$ cat src/rtl/gpio_arb_pkg.sv
// Shared definitions for the two-master GPIO arbiter: FSM state encoding
// and master index constants.
package gpio_arb_pkg;

    typedef enum logic [1:0] {
        IDLE  = 2'b00,
        ISSUE = 2'b01,
        RESP  = 2'b10
    } state_e;

    localparam int unsigned M0 = 0;
    localparam int unsigned M1 = 1;

    // Index of the granted master from a one-hot grant vector.
    function automatic logic owner_of(input logic [1:0] gnt);
        return gnt[M1];
    endfunction

endpackage

$ cat src/rtl/rr_arb2.sv
// Two-way round-robin decision: a lone requester always wins, a tie goes
// to the master favoured by ptr (0 = M0, 1 = M1). Purely combinational.
module rr_arb2
    import gpio_arb_pkg::*;
(
    input  logic [1:0] req,
    input  logic       ptr,
    output logic [1:0] gnt
);

    always_comb begin
        gnt = '0;
        if (req[M0] && req[M1]) begin
            gnt = ptr ? 2'b10 : 2'b01;
        end else begin
            gnt = req;
        end
    end

endmodule

$ cat src/rtl/gpio_arbiter.sv
// Arbitrates two masters onto a single GPIO register port: one transaction
// per three cycles (IDLE -> ISSUE -> RESP), round-robin between masters.
module gpio_arbiter
    import gpio_arb_pkg::*;
#(
    parameter int unsigned DW = 32
) (
    input  logic          clk,
    input  logic          rst,
    input  logic          m0_req,
    input  logic          m0_we,
    input  logic [1:0]    m0_a,
    input  logic [DW-1:0] m0_wd,
    output logic          m0_done,
    output logic [DW-1:0] m0_rd,
    input  logic          m1_req,
    input  logic          m1_we,
    input  logic [1:0]    m1_a,
    input  logic [DW-1:0] m1_wd,
    output logic          m1_done,
    output logic [DW-1:0] m1_rd,
    output logic [1:0]    gpio_a,
    output logic          gpio_we,
    output logic [DW-1:0] gpio_wd,
    input  logic [DW-1:0] gpio_rd
);

    state_e        state_q;
    logic          ptr_q;
    logic          owner_q;
    logic          we_q;
    logic [1:0]    a_q;
    logic [DW-1:0] wd_q;
    logic [DW-1:0] rd_q;
    logic          gpio_we_q;
    logic          m0_done_q;
    logic          m1_done_q;

    logic [1:0]    req;
    logic [1:0]    gnt;
    logic          owner_d;
    logic          we_d;
    logic [1:0]    a_d;
    logic [DW-1:0] wd_d;

    assign req = {m1_req, m0_req};

    rr_arb2 u_rr_arb2 (
        .req (req),
        .ptr (ptr_q),
        .gnt (gnt)
    );

    // Request fields of whichever master the arbiter would grant this cycle.
    always_comb begin
        owner_d = owner_of(gnt);
        we_d    = owner_d ? m1_we : m0_we;
        a_d     = owner_d ? m1_a  : m0_a;
        wd_d    = owner_d ? m1_wd : m0_wd;
    end

    always_ff @(posedge clk or negedge rst) begin
        if (!rst) begin
            state_q   <= IDLE;
            ptr_q     <= 1'b0;
            owner_q   <= 1'b0;
            we_q      <= 1'b0;
            a_q       <= '0;
            wd_q      <= '0;
            rd_q      <= '0;
            gpio_we_q <= 1'b0;
            m0_done_q <= 1'b0;
            m1_done_q <= 1'b0;
        end else begin
            case (state_q)
                IDLE: begin
                    m0_done_q <= 1'b0;
                    m1_done_q <= 1'b0;
                    if (|gnt) begin
                        owner_q   <= owner_d;
                        we_q      <= we_d;
                        a_q       <= a_d;
                        wd_q      <= wd_d;
                        gpio_we_q <= we_d;
                        state_q   <= ISSUE;
                    end
                end
                ISSUE: begin
                    rd_q      <= gpio_rd;
                    gpio_we_q <= 1'b0;
                    m0_done_q <= ~owner_q;
                    m1_done_q <= owner_q;
                    state_q   <= RESP;
                end
                RESP: begin
                    m0_done_q <= 1'b0;
                    m1_done_q <= 1'b0;
                    ptr_q     <= ~owner_q;
                    state_q   <= IDLE;
                end
                default: begin
                    gpio_we_q <= 1'b0;
                    m0_done_q <= 1'b0;
                    m1_done_q <= 1'b0;
                    state_q   <= IDLE;
                end
            endcase
        end
    end

    // gpio_we_q mirrors we_q only while in ISSUE; a/wd simply hold.
    assign gpio_a  = a_q;
    assign gpio_wd = wd_q;
    assign gpio_we = gpio_we_q;
    assign m0_done = m0_done_q;
    assign m1_done = m1_done_q;
    assign m0_rd   = rd_q;
    assign m1_rd   = rd_q;

endmodule

$ cat config.mk
export PLATFORM = sky130hd
export DESIGN_NAME = gpio_arbiter
export DESIGN_NICKNAME = d
export VERILOG_FILES = /design/src/rtl/gpio_arb_pkg.sv /design/src/rtl/rr_arb2.sv /design/src/rtl/gpio_arbiter.sv
export SDC_FILE = /design/constraint.sdc
export NUM_CORES = 1
export LEC_CHECK = 0
export ABC_CLOCK_PERIOD_IN_PS = 3050
export CAP_MARGIN = 20
export CELL_PAD_IN_SITES_DETAIL_PLACEMENT = 0
export CELL_PAD_IN_SITES_GLOBAL_PLACEMENT = 2
export CORE_MARGIN = 2
export CORE_UTILIZATION = 26
export CTS_CLUSTER_DIAMETER = 200
export DETAILED_ROUTE_END_ITERATION = 7
export PLACE_DENSITY_LB_ADDON = 0.1
export SYNTH_ARGS = -nofsm -noshare
export SYNTH_HDL_FRONTEND = slang
export SYNTH_HIERARCHICAL = 1
export SYNTH_SLANG_ARGS = --single-unit
$ cat constraint.sdc
create_clock -name clk -period 3.05 [get_ports clk]
set_input_delay 0.61 -clock clk [delete_from_list [all_inputs] [get_ports clk]]
set_output_delay 0.61 -clock clk [all_outputs]
set_load 0.005 [all_outputs]
* Word level (Yosys, flattened, before mapping) *
Cells that the tools add are included.
Widths: inputs -> output; s select.

word-level totals
  register bits after elaboration = 73
  input port bits = 106
  output and inout port bits = 101
  word-level logic and storage cells = 30

operators by class
  equal/unequal tests = 3
  multiplexer cells = 11
  bitwise operators = 2
  reductions and logical operators = 5

operators by type and width
  kind                number
  $mux 32             1
  $mux 2              4
  $mux 1              4
  $pmux 2 s2          1
  $reduce_and 2->1    2
  $eq 2x1->1 const B  1
  $eq 2x2->1 const B  1
  $logic_not 2->1     1
  $ne 2x2->1 const B  1
  $not 1->1           2
  $pmux 1 s2          1
  $reduce_or 2->1     1
  $logic_and 1x1->1   1

* Logic depth before layout (Yosys ltp) *
  depth after elaboration = 5
  gate-level depth with buffers = 7

* By module *
Netlist, hierarchy kept.

modules (own cells, without submodules)
  module        times used  cells each  area each (um^2)  sequential area each (um^2)
  gpio_arbiter  1           232         3672.3            1826.8
  rr_arb2       1           3           18.8              0.0

* Worst setup path after synthesis *
OpenSTA, ideal clock, no wires.

  path type = input port to flip-flop
  start = in m1_req
  end = reg wd_q[10] (netlist: gpio_wd[10])
  arrival = 1.677 ns
  required time = 2.925 ns
  path slack = 1.247 ns
  stages = 5
  path through = a21boi_1 buf_6 buf_8 mux2_4 mux2_4

on the way
  word-level cells in the longest chain between the ends = 4
  elaborated cells on any way between the ends = 5

ends and longest elaborated chain
  item                               line                text
  from (decl)                        gpio_arbiter.sv:16  input logic m1_req,
  $logic_and 1x1->1                  rr_arb2.sv:13       if (req[M0] && req[M1]) begin
  $mux 2 *                           rr_arb2.sv:13
  $reduce_or 2->1                    gpio_arbiter.sv:79  if (|gnt) begin
  $reduce_and 2->1 (no source line)  n/a
  to (signal assigned)               gpio_arbiter.sv:83  wd_q <= wd_d;
  to (decl)                          gpio_arbiter.sv:33  logic [DW-1:0] wd_q;

Mark *: on every way between the ends. The rest lies on a longest branch, timed or not.
A chain may end at the register's enable or synchronous reset.

* Worst setup path after layout *
  start = in m1_req
  end = reg wd_q[15] (netlist: gpio_wd[15])

on the way
  word-level cells in the longest chain between the ends = 4
  elaborated cells on any way between the ends = 5

ends and longest elaborated chain
  item                               line                text
  $logic_and 1x1->1                  rr_arb2.sv:13
  $mux 2 *                           rr_arb2.sv:13
  via gnt[1]                         gpio_arbiter.sv:40  logic [1:0] gnt;
  $reduce_or 2->1                    gpio_arbiter.sv:79
  $reduce_and 2->1 (no source line)  n/a

Mark *: on every way through the listed nets, which the timed path passes. The rest lies on a longest branch.

==> results.md <==
- Power share of the clock group: a little under a fifth
- P_int: 4.269 mW
- GRT Total Usage: 11.78%
- Grt ovf: 0
- Worst-path clk slew: around 0.06 ns
- Initial core utilization: between 20% and 30%
- Finished layout cell area: 5951 µm²
- Fillers: ~1.3k
- Share of layout cells above drive strength 1: between 20% and 30%
- Synth warn: 6
- Critical path class: in -> reg
- R2R depth: 3
- Worst path max stage delay: about 0.48 ns
- Cell taking the most area after synthesis: dfrtp_1
- Rel. slew slack: between 50% and 60%
- Mapped Cells: about 240
- Top-area cell type share of the netlist area: 49.49%
- Area grow syn2layout: 61.22%
- Sequential cell area fraction in the yosys report: 49.49%
- R2r setup slk: 1.22 ns
- # clock sinks: 73
- WP data required: between 3 and 4 ns
- Pre-CTS WS: around 0.52 ns
- Final Hold Vio Count: 0
- GPL Wtd Cong: approximately 0.7
- Tmin final: approximately 2.2 ns
- Most frequent cells after synthesis: dfrtp_1, mux2_4, mux2_2, buf_4
- Post-placement cell area: ~5600 µm²
- Power Total: just under 6 mW
- Final core occ: a little over two fifths
- Core area: between 10000 and 15000 µm²
- Fmax: between 400 and 500 MHz
- Final Slew Violations: 0
- First-pass GRT wire length: 13.31 mm
- Initial DRC Count: 73
- Register bit count reported by yosys: 73
- Worst setup EP type: register
- Setup TNS: 0 ns
- Synth unique cells: 21
- Asr flop ratio synth: 100.0%
- CP Launch Type: input pin
- Crit share post-route: 70.81%
- # H-tree levels: 3
- Clk Latency, worst-skew pair: ~0.33 ns
- Syn Nets: 341
- Largest net degree at the start of global routing: between 70 and 80
- Dpl hpwl: approximately 6.4 mm
- CTS Hold Buffers Added: 0
- Worst vdd ir: around 0.34 mV
- Leakage: around 2.5 nW
- Setup repair after global routing missed its margin: false
- Cell Area, Synth: roughly 3700 µm²
- Clock buffer depth: 2
- Ports: just over 200
- Postcts setup bufs: 0
- Placed insts: ~580
- Via density: a little over 4
- Most frequent cell after synthesis: dfrtp_1
- Worst Tran Pin Value: approximately 0.66 ns
- HP Class: in -> async
- Net Sw Power: approximately 1.6 mW
- Post-Route WL: a little under 9 mm
- Syn avg cell area: about 16 µm²
- Chip height: about 120 µm
- Pwr dens: about 980 nW/µm²
- Die area: about 15000 µm²
- Number of buffers created by CTS: 9
- Number of global-route vias before repair: between 2k and 3k
- Setup slack after layout: 0.8902 ns
- IO buf count: between 200 and 250
- Crit-path most repeated cell: mux2_2
- NumNets Final: 520
- Post-route non-filler standard cell count: approximately 600
- Sequential share of power: a little under a third
- Post_cts resized: 0
- DRT antenna net count: 0
- Synth area leaders: dfrtp_1, mux2_4, mux2_2
- DRC violations left: 0
- # diodes: 0
- CP max stage cell: clkdlybuf4s50_1
- Initial antenna violation count: 0
- # rows: 43
- Worst-path maximum fanout: 26
- Final Skew: between 0.002 and 0.003 ns
- Logic pwr share: 50.3%
- Switching Fraction: between 20% and 30%
- Max-cap violations: 0
- Setup-failing EPs final: 0
- Post-DR wirelength/cell: about 15 µm
- Die Wd: ~120 µm
- Critical Path AT: 2.38 ns
- EDFF count, synth: 0
- Outcome: completed
- CP Cell Sequence: clkdlybuf4s50_1 > a21boi_4 > buf_4 > mux2_2 > mux2_2
- Dominant synthesized flop cell: dfrtp_1
- CTS tree: built
- TritonRoute pass-1 iters: 3
- WHS: between 0.15 and 0.2 ns
- Vias: approximately 2.4k
- Clk Tree Root Cell: clkbuf_16
cell usage in the layout, fill, tap and decap left out, drive strengths merged:
master and instances:
nor2b 2, o21ai 1, o21a 1, a22o 1, clkdlybuf4s50 205, mux2 100
nor3b 1, and2b 1, clkbuf 14, clkinv 1, and2 1, o31ai 1
nor2 1, inv 3, buf 7, o22a 1, bufinv 1, nand2 1
dfrtp 73, a21boi 2, a21oi 1
worst paths after layout:
| kind | startpoint | end |
|---|---|---|
| worst min-delay path | rst | m0_rd[16] |
| worst min register to register | owner_q | m0_done |
| max in group asynchronous | rst | m0_rd[26] |
| worst max register to register | state_q[0] | m0_rd[27] |
| min in group clk | owner_q | m0_done |
| worst max-delay path | m1_req | gpio_wd[15] |
flip-flops by register name, summed over array words and instances, names as in the netlist:
signal and count:
gpio_we 1, ptr_q 1, state_q 2, owner_q 1, m0_done 1, gpio_wd 32
gpio_a 2, m1_done 1, m0_rd 32
power by group through the flow:
stage / logic (mW) / registers [mW] / clock network [mW]
final: 2.93 / 1.81 / 1.09
after detailed placement: 2.98 / 1.82 / 0
after floorplan: 1.66 / 1.82 / 0
after global placement: 2.97 / 1.82 / 0
after global routing: 3.16 / 1.88 / 1.19
after CTS: 2.98 / 1.82 / 1.14
cell families after synthesis:
| kind of cell | share of synthesized area [%] |
|---|---|
| compound gates | 1.559 |
| buf+inv | 11.66 |
| flops | 49.49 |
| mux | 36.10 |
| simple gates | 1.187 |
final cells by class:
cell class | count | area (µm²) | share of cell area (%)
repair buffers | 212 | 2125 | 35.70
multi-input cells | 115 | 1454 | 24.43
flip-flops and latches | 73 | 1827 | 30.70
well taps | 180 | 225.2 | 3.785
clock inverters | 2 | 35.03 | 0.5887
clock buffers | 14 | 274.0 | 4.605
inverters | 3 | 11.26 | 0.1892
critical path, delay by kind of cell:
kind                   cells  cell delay (ns)
muxes                      2             0.65
buffers and inverters      2             0.91
AOI/OAI and AO/OA          1             0.20
metal layers:
layer,vias to the layer above,share of wire (%),wire (µm),GRT usage [%]
met5,-,0,0,0
met4,0,2.1,184,6.179
met3,11,13,1136,5.720
met2,139,44,3807,17.75
met1,1154,41,3606,13.82
li1,1142,-,-,-
(Power assumes the default switching activity.)
